===== src/rtl/nibble_serial_adder.sv =====
// nibble_serial_adder: multi-cycle WIDTH-bit adder controller that feeds an
// external 4-bit adder one nibble per cycle (LSB first) and chains the carry.
// Result is offered on a valid/ready handshake.
// Optional build macro: NIBBLE_ADDER_OVF_EN enables the signed overflow flag
// (otherwise Ovf is tied low).
module nibble_serial_adder #(
    parameter int WIDTH = 16
) (
    input  logic             clk,
    input  logic             rst_n,
    input  logic             in_valid,
    output logic             in_ready,
    input  logic [WIDTH-1:0] A,
    input  logic [WIDTH-1:0] B,
    input  logic             Cin,
    output logic [3:0]       add_a,
    output logic [3:0]       add_b,
    output logic             add_cin,
    input  logic [3:0]       add_sum,
    input  logic             add_cout,
    output logic             out_valid,
    input  logic             out_ready,
    output logic [WIDTH-1:0] Sum,
    output logic             Cout,
    output logic             Ovf
);

    localparam int NIB = WIDTH / 4;
    localparam int IW  = (NIB > 1) ? $clog2(NIB) : 1;
    localparam logic [IW-1:0] LAST = IW'(NIB - 1);

    typedef enum logic [1:0] {
        IDLE,
        RUN,
        DONE
    } state_t;

    state_t           state;
    logic [IW-1:0]    idx;
    logic             carry;
    logic [WIDTH-1:0] opa;
    logic [WIDTH-1:0] opb;

    assign in_ready = (state == IDLE);

    // Nibble mux toward the external adder; constant-select loop keeps every
    // slice in range for any legal WIDTH, including WIDTH=4.
    always_comb begin
        add_a   = '0;
        add_b   = '0;
        add_cin = 1'b0;
        if (state == RUN) begin
            add_cin = carry;
            for (int unsigned i = 0; i < NIB; i++) begin
                if (idx == IW'(i)) begin
                    add_a = opa[4*i +: 4];
                    add_b = opb[4*i +: 4];
                end
            end
        end
    end

`ifdef NIBBLE_ADDER_OVF_EN
    logic c_msb;
    assign c_msb = add_a[3] ^ add_b[3] ^ add_sum[3];
`else
    assign Ovf = 1'b0;
`endif

    // Controller FSM with registered result, carry chain and handshake.
    always_ff @(posedge clk or negedge rst_n) begin
        if (!rst_n) begin
            state     <= IDLE;
            idx       <= '0;
            carry     <= 1'b0;
            opa       <= '0;
            opb       <= '0;
            Sum       <= '0;
            Cout      <= 1'b0;
            out_valid <= 1'b0;
`ifdef NIBBLE_ADDER_OVF_EN
            Ovf       <= 1'b0;
`endif
        end else begin
            case (state)
                IDLE: begin
                    if (in_valid) begin
                        opa   <= A;
                        opb   <= B;
                        carry <= Cin;
                        idx   <= '0;
                        Sum   <= '0;
`ifdef NIBBLE_ADDER_OVF_EN
                        Ovf   <= 1'b0;
`endif
                        state <= RUN;
                    end
                end
                RUN: begin
                    for (int unsigned i = 0; i < NIB; i++) begin
                        if (idx == IW'(i)) begin
                            Sum[4*i +: 4] <= add_sum;
                        end
                    end
                    carry <= add_cout;
                    if (idx == LAST) begin
                        Cout      <= add_cout;
`ifdef NIBBLE_ADDER_OVF_EN
                        Ovf       <= c_msb ^ add_cout;
`endif
                        out_valid <= 1'b1;
                        state     <= DONE;
                    end else begin
                        idx <= idx + 1'b1;
                    end
                end
                DONE: begin
                    if (out_ready) begin
                        out_valid <= 1'b0;
                        state     <= IDLE;
                    end
                end
                default: state <= IDLE;
            endcase
        end
    end

endmodule


===== config.mk =====
export PLATFORM = sky130hd
export DESIGN_NAME = nibble_serial_adder
export DESIGN_NICKNAME = d
export VERILOG_FILES = /design/src/rtl/nibble_serial_adder.sv
export SDC_FILE = /design/constraint.sdc
export NUM_CORES = 1
export LEC_CHECK = 0
export BUFFER_PORTS_ARGS = -buffer_cell sky130_fd_sc_hd__buf_2
export CORE_AREA = 2 2 73 89
export DETAILED_ROUTE_END_ITERATION = 12
export DIE_AREA = 0 0 75 91
export PLACE_DENSITY = 0.69
export SKIP_LAST_GASP = 1
export SYNTH_ARGS = -nofsm -noshare
export SYNTH_HDL_FRONTEND = slang
export SYNTH_SLANG_ARGS = --single-unit

===== constraint.sdc =====
create_clock -name clk -period 1.8 [get_ports clk]
set_clock_uncertainty 0.05 [all_clocks]
set_input_delay 0.36 -clock clk [delete_from_list [all_inputs] [get_ports clk]]
set_output_delay 0.36 -clock clk [all_outputs]
set_load 0.05 [all_outputs]

* Word-level counts from Yosys, hierarchy flattened
Index checks and enable logic that the tools add are counted.
W data, S select, Z words.
** Cells by class
- $add $sub $neg :: 1
- Eq/ne operators :: 12
- Mux-type cells :: 29
- Reductions and logical operators :: 14
** Operator list (number)
- $mux W4 :: 14
- $pmux W16 S2 :: 1
- $reduce_and A3 Y1 :: 7
- $mux W16 :: 1
- $mux W2 :: 5
- $ne A2 B1 Y1 const B :: 4
- $eq A2 B2 Y1 const B :: 3
- $ne A2 B2 Y1 const B :: 3
- $pmux W2 S3 :: 1
- $reduce_and A2 Y1 :: 3
- $eq A2 B1 Y1 const B :: 2
- $logic_not A2 Y1 :: 2
- $mux W1 :: 4
- $pmux W1 S2 :: 2
- $pmux W2 S2 :: 1
- $reduce_bool A2 Y1 :: 2
- $add A2 B1 Y2 const B :: 1
** Storage, ports and cells
- Register bits after elaboration :: 55
- Output and inout bits :: 29
- Word-level logic and storage cells :: 67

* Longest topological paths before layout
- Depth in word-level cells :: 6
- Mapped depth :: 6
- Mapped depth without buffers :: 5

* Least setup slack after synthesis
OpenSTA, ideal clock, no wires.
- Kind :: reg-to-output
- Start point :: register idx[0]
- End point :: output add_a[3]
- Arrival time :: 2.764 ns
- Data required time :: 1.390 ns
- Setup slack :: -1.374 ns
- Cell stages (with the launch flop) :: 7
- Path buffers :: 1
- Cell sequence :: dfrtp_1 > inv_1 > ha_1 > nor2b_1 > clkbuf_2 > a221oi_1 > o41ai_1
** Between the ends
- Longest elaborated chain between the ends :: 6
- Elaborated cells between the ends (all ways) :: 9
** Ends and longest elaborated chain
- start: declaration :: line 39 : logic [IW-1:0] idx;
- start signal: assignment :: line 114 : idx <= idx + 1'b1;
- $logic_not A2 Y1 :: line 55 : if (idx == IW'(i)) begin
- $mux W4 (3 in series) :: line 55
- $mux W4 (*) :: line 55
- $mux W4 (*) :: line 52 : if (state == RUN) begin
- end: declaration :: line 16 : output logic [3:0] add_a,
Every way passes the cells marked *; elsewhere a longest branch is shown, timed or not.

* Final worst setup path
- Start point :: register idx[1]
- End point :: output add_a[0]
Same word-level chain as after synthesis.

==> results.md <==
- Remaining Overflow, GRT: 0
- Average wire length per cell after detail routing: 16.5 µm
- Worst voltage drop across the vdd grid: between 1000 and 1500 µV
- Vias in the first global route: 1942
- Number of buffers inserted during clock tree synthesis: 5
- Area growth from synthesis to layout: 50.6%
- RSZ-0062 raised after global routing: true
- CTS tree: built
- Detailed-router iteration count before antenna repair: 4
- Final GP Congestion: 0.749
- Synth Cell Area: approximately 2500 µm²
- Worst Hold Depth: 2
- Worst-case setup margin in the final layout: -0.578 ns
- Final non-filler cell total: 371
- Largest net degree at the start of global routing: 56
- Row count: 31
- Most common cell after layout, fill and taps aside: buf_2
- Register-to-register path setup slack: 0.09 ns
- Clock Pin Slew Worst Setup and Hold Paths: 0.10 ns
- Area of the core: 5930 µm²
- Number of flip-flops and latches in the synthesized netlist: 55
- Total power: 0.00841 W
- Placed insts: 350
- Type of the worst setup path: register to output port
- Ranking of synthesized cells by area: dfrtp_1 (55%), mux2_2 (11%), a32o_1 (6.8%)
- Switching power share of the total: 0.447
- Most area-hungry cell type in the Yosys netlist: dfrtp_1
- Mean instance size in the synthesized netlist: approximately 13 µm²
- Placement-stage worst setup slack: -0.317 ns
- Io pins: 71
- DIE AREA: 6830 µm²
- Global-route wire length before repair: 9430 µm
- P per Cell Area: ~2200 nW/µm²
- Category of the worst setup path launch point: register
- Number of routed nets with antenna violations: 0
- Layout Nets: 334
- Remaining routing DRC violations: 0
- Max Root-Sink Buffers: 2
- Worst hold path class: input pin to register
- Relative contribution of combinational cells to total power: 0.648
- Largest driver fanout on the critical path: 4
- Effective utilization at floorplan: 0.419
- Final period utilization: 1.32
- Internal power component: ~0.0047 W
- Worst slack on hold paths: 0.175 ns
- Ys Warns: 0
- Number of nets in the synthesized netlist: 232
- Number of levels in the clock H-tree: 2
- Number of setup violations in the final report: 8
- Pins Over Slew Limit: 0
- Violations in the final reports: negative setup slack
- Total number of vias: 1950
- Required @ worst endpoint: roughly 1.4 ns
- Number of port buffers: 69
- Layout cells sized above 1: 0.633
- Post-route setup TNS: -4.18 ns
- Gr usage total: 0.180
- Root buffer cell: clkbuf_8
- Synthesized netlist cell count: between 150 and 200
- Min Clock Period, post-route: 2.38 ns
- DRT iter0 DRCs: 76
- Highest Clock Rate: 421 MHz
- Top-area cell type share of the netlist area: 0.553
- Number of diodes: 0
- Commonest cells after routing, fill and taps aside: buf_2 (60), dfrtp_1 (55), mux2_2 (25), buf_4 (25)
- Max cap viols: 0
- Antenna violations before repair: 0
- Leakage power: approximately 1.7 nW
- Sequential area share after synthesis: 0.553
- Arrival time of data at the critical path endpoint: slightly below 2 ns
- Die boundary height: 91 µm
- Clock network fraction of design power: 0.084
- Total clock sinks: 55
- Hold violation count in the final report: 0
- Detail Placement HPWL: between 3000 and 4000 µm
- Detailed Route WL: between 6000 and 7000 µm
- Switching power summed over all nets: 0.00376 W
- Die width: 75 µm
- Depth of the most critical reg-to-reg path: 7
- Status: finished, violations left
- Sequential group share of total power: 0.268
- Distinct cell type count of the synthesized netlist: 31
- Worst-Skew Late Latency: 0.31 ns
- Setup crit end kind: output port
- Routed vias/inst: between 5 and 6
==> synth_stat cells <==
master / n
clkbuf_1: 4
buf_4: 4
nand2b_1: 2
and2_1: 1
buf_2: 5
mux2_2: 25
mux2_4: 8
a21oi_2: 1
buf_6: 2
nand3_1: 7
nor2b_1: 9
nor2_1: 2
nor2b_4: 1
nor3b_2: 1
inv_1: 4
conb_1: 1
o21ai_0: 2
a221oi_1: 7
nor3_1: 1
clkbuf_2: 1
a32o_1: 17
nand2_1: 4
mux2i_1: 1
a21oi_1: 6
o41ai_1: 7
a22oi_1: 1
o31ai_1: 1
o21bai_1: 1
o22ai_1: 1
ha_1: 4
dfrtp_1: 55
==> kinds of logic after synthesis <==
family / after synthesis / share of synthesized area
DFF: 55 / 0.553
AOI/OAI and AO/OA: 44 / 0.149
muxes: 34 / 0.165
and+or+nand+nor: 28 / 0.0659
buffers and inverters: 20 / 0.0452
adders and majority gates: 4 / 0.0201
other: 1 / 0.00151
==> repair_timing <==
item	CTS	global route
setup endpoints to repair	10	10
buffers inserted	12	6
hold buffers	1	0
endpoints found under the hold margin	51	0
pin swaps	10	10
resized for setup	44	17
gates cloned	0	0
==> flip-flops by register name (all words and copies together) (netlist names) <==
signal,cells
opb,16
idx,2
opa,16
carry,1
Sum,16
Cout,1
out_valid,1
state,2
==> area by class of cell <==
| class | instances | area (µm²) |
|---|---|---|
| well taps | 82 | 103 |
| repair buffers | 111 | 843 |
| flip-flops and latches | 55 | 1380 |
| fillers | 457 | 2190 |
| clock buffers | 5 | 68.8 |
| multi-input cells | 111 | 1320 |
| clock inverters | 3 | 23.8 |
| inverters | 4 | 15.0 |
==> critical path, cell delays in order, from the launching register on <==
cell and delay, ns:
dfrtp_1 0.40, inv_2 0.10, ha_2 0.22, nor2b_4 0.05, buf_6 0.12, buf_12 0.13, buf_8 0.12, a221oi_4 0.26
o41ai_4 0.10, buf_6 0.16
==> power groups by stage <==
stage / combinational, W / clock, W / sequential (W)
5_1_grt: 0.00578 / 0.000765 / 0.00231
2_1_floorplan: 0.00275 / 0 / 0.00262
3_5_place_dp: 0.00444 / 0 / 0.00218
3_3_place_gp: 0.00437 / 0 / 0.00217
4_1_cts: 0.00519 / 0.000722 / 0.00220
6_report: 0.00545 / 0.000704 / 0.00226
==> metal layers <==
layer,wire length (µm),vias up,GRT usage
li1,-,903,-
met1,2490,973,0.226
met2,3230,64,0.308
met3,291,10,0.0377
met4,125,0,0.0491
met5,0,-,0
==> stage by stage <==
step           instance area (µm²)  utilization
2_1_floorplan                 2650            -
3_3_place_gp                  3270        0.552
3_5_place_dp                  3270        0.552
4_1_cts                       3640        0.614
5_1_grt                       3750        0.631
6_report                      3750        0.631
==> path summary, 6_finish.rpt <==
kind                             to      start
min reg2reg                  Sum[6]     Sum[6]
max reg2reg                    Cout     idx[0]
min                        state[1]  out_ready
min in group asynchronous   Sum[13]      rst_n
max                        add_a[0]     idx[1]
max in group asynchronous    Sum[0]      rst_n
Power figures use the tool's default switching activity.
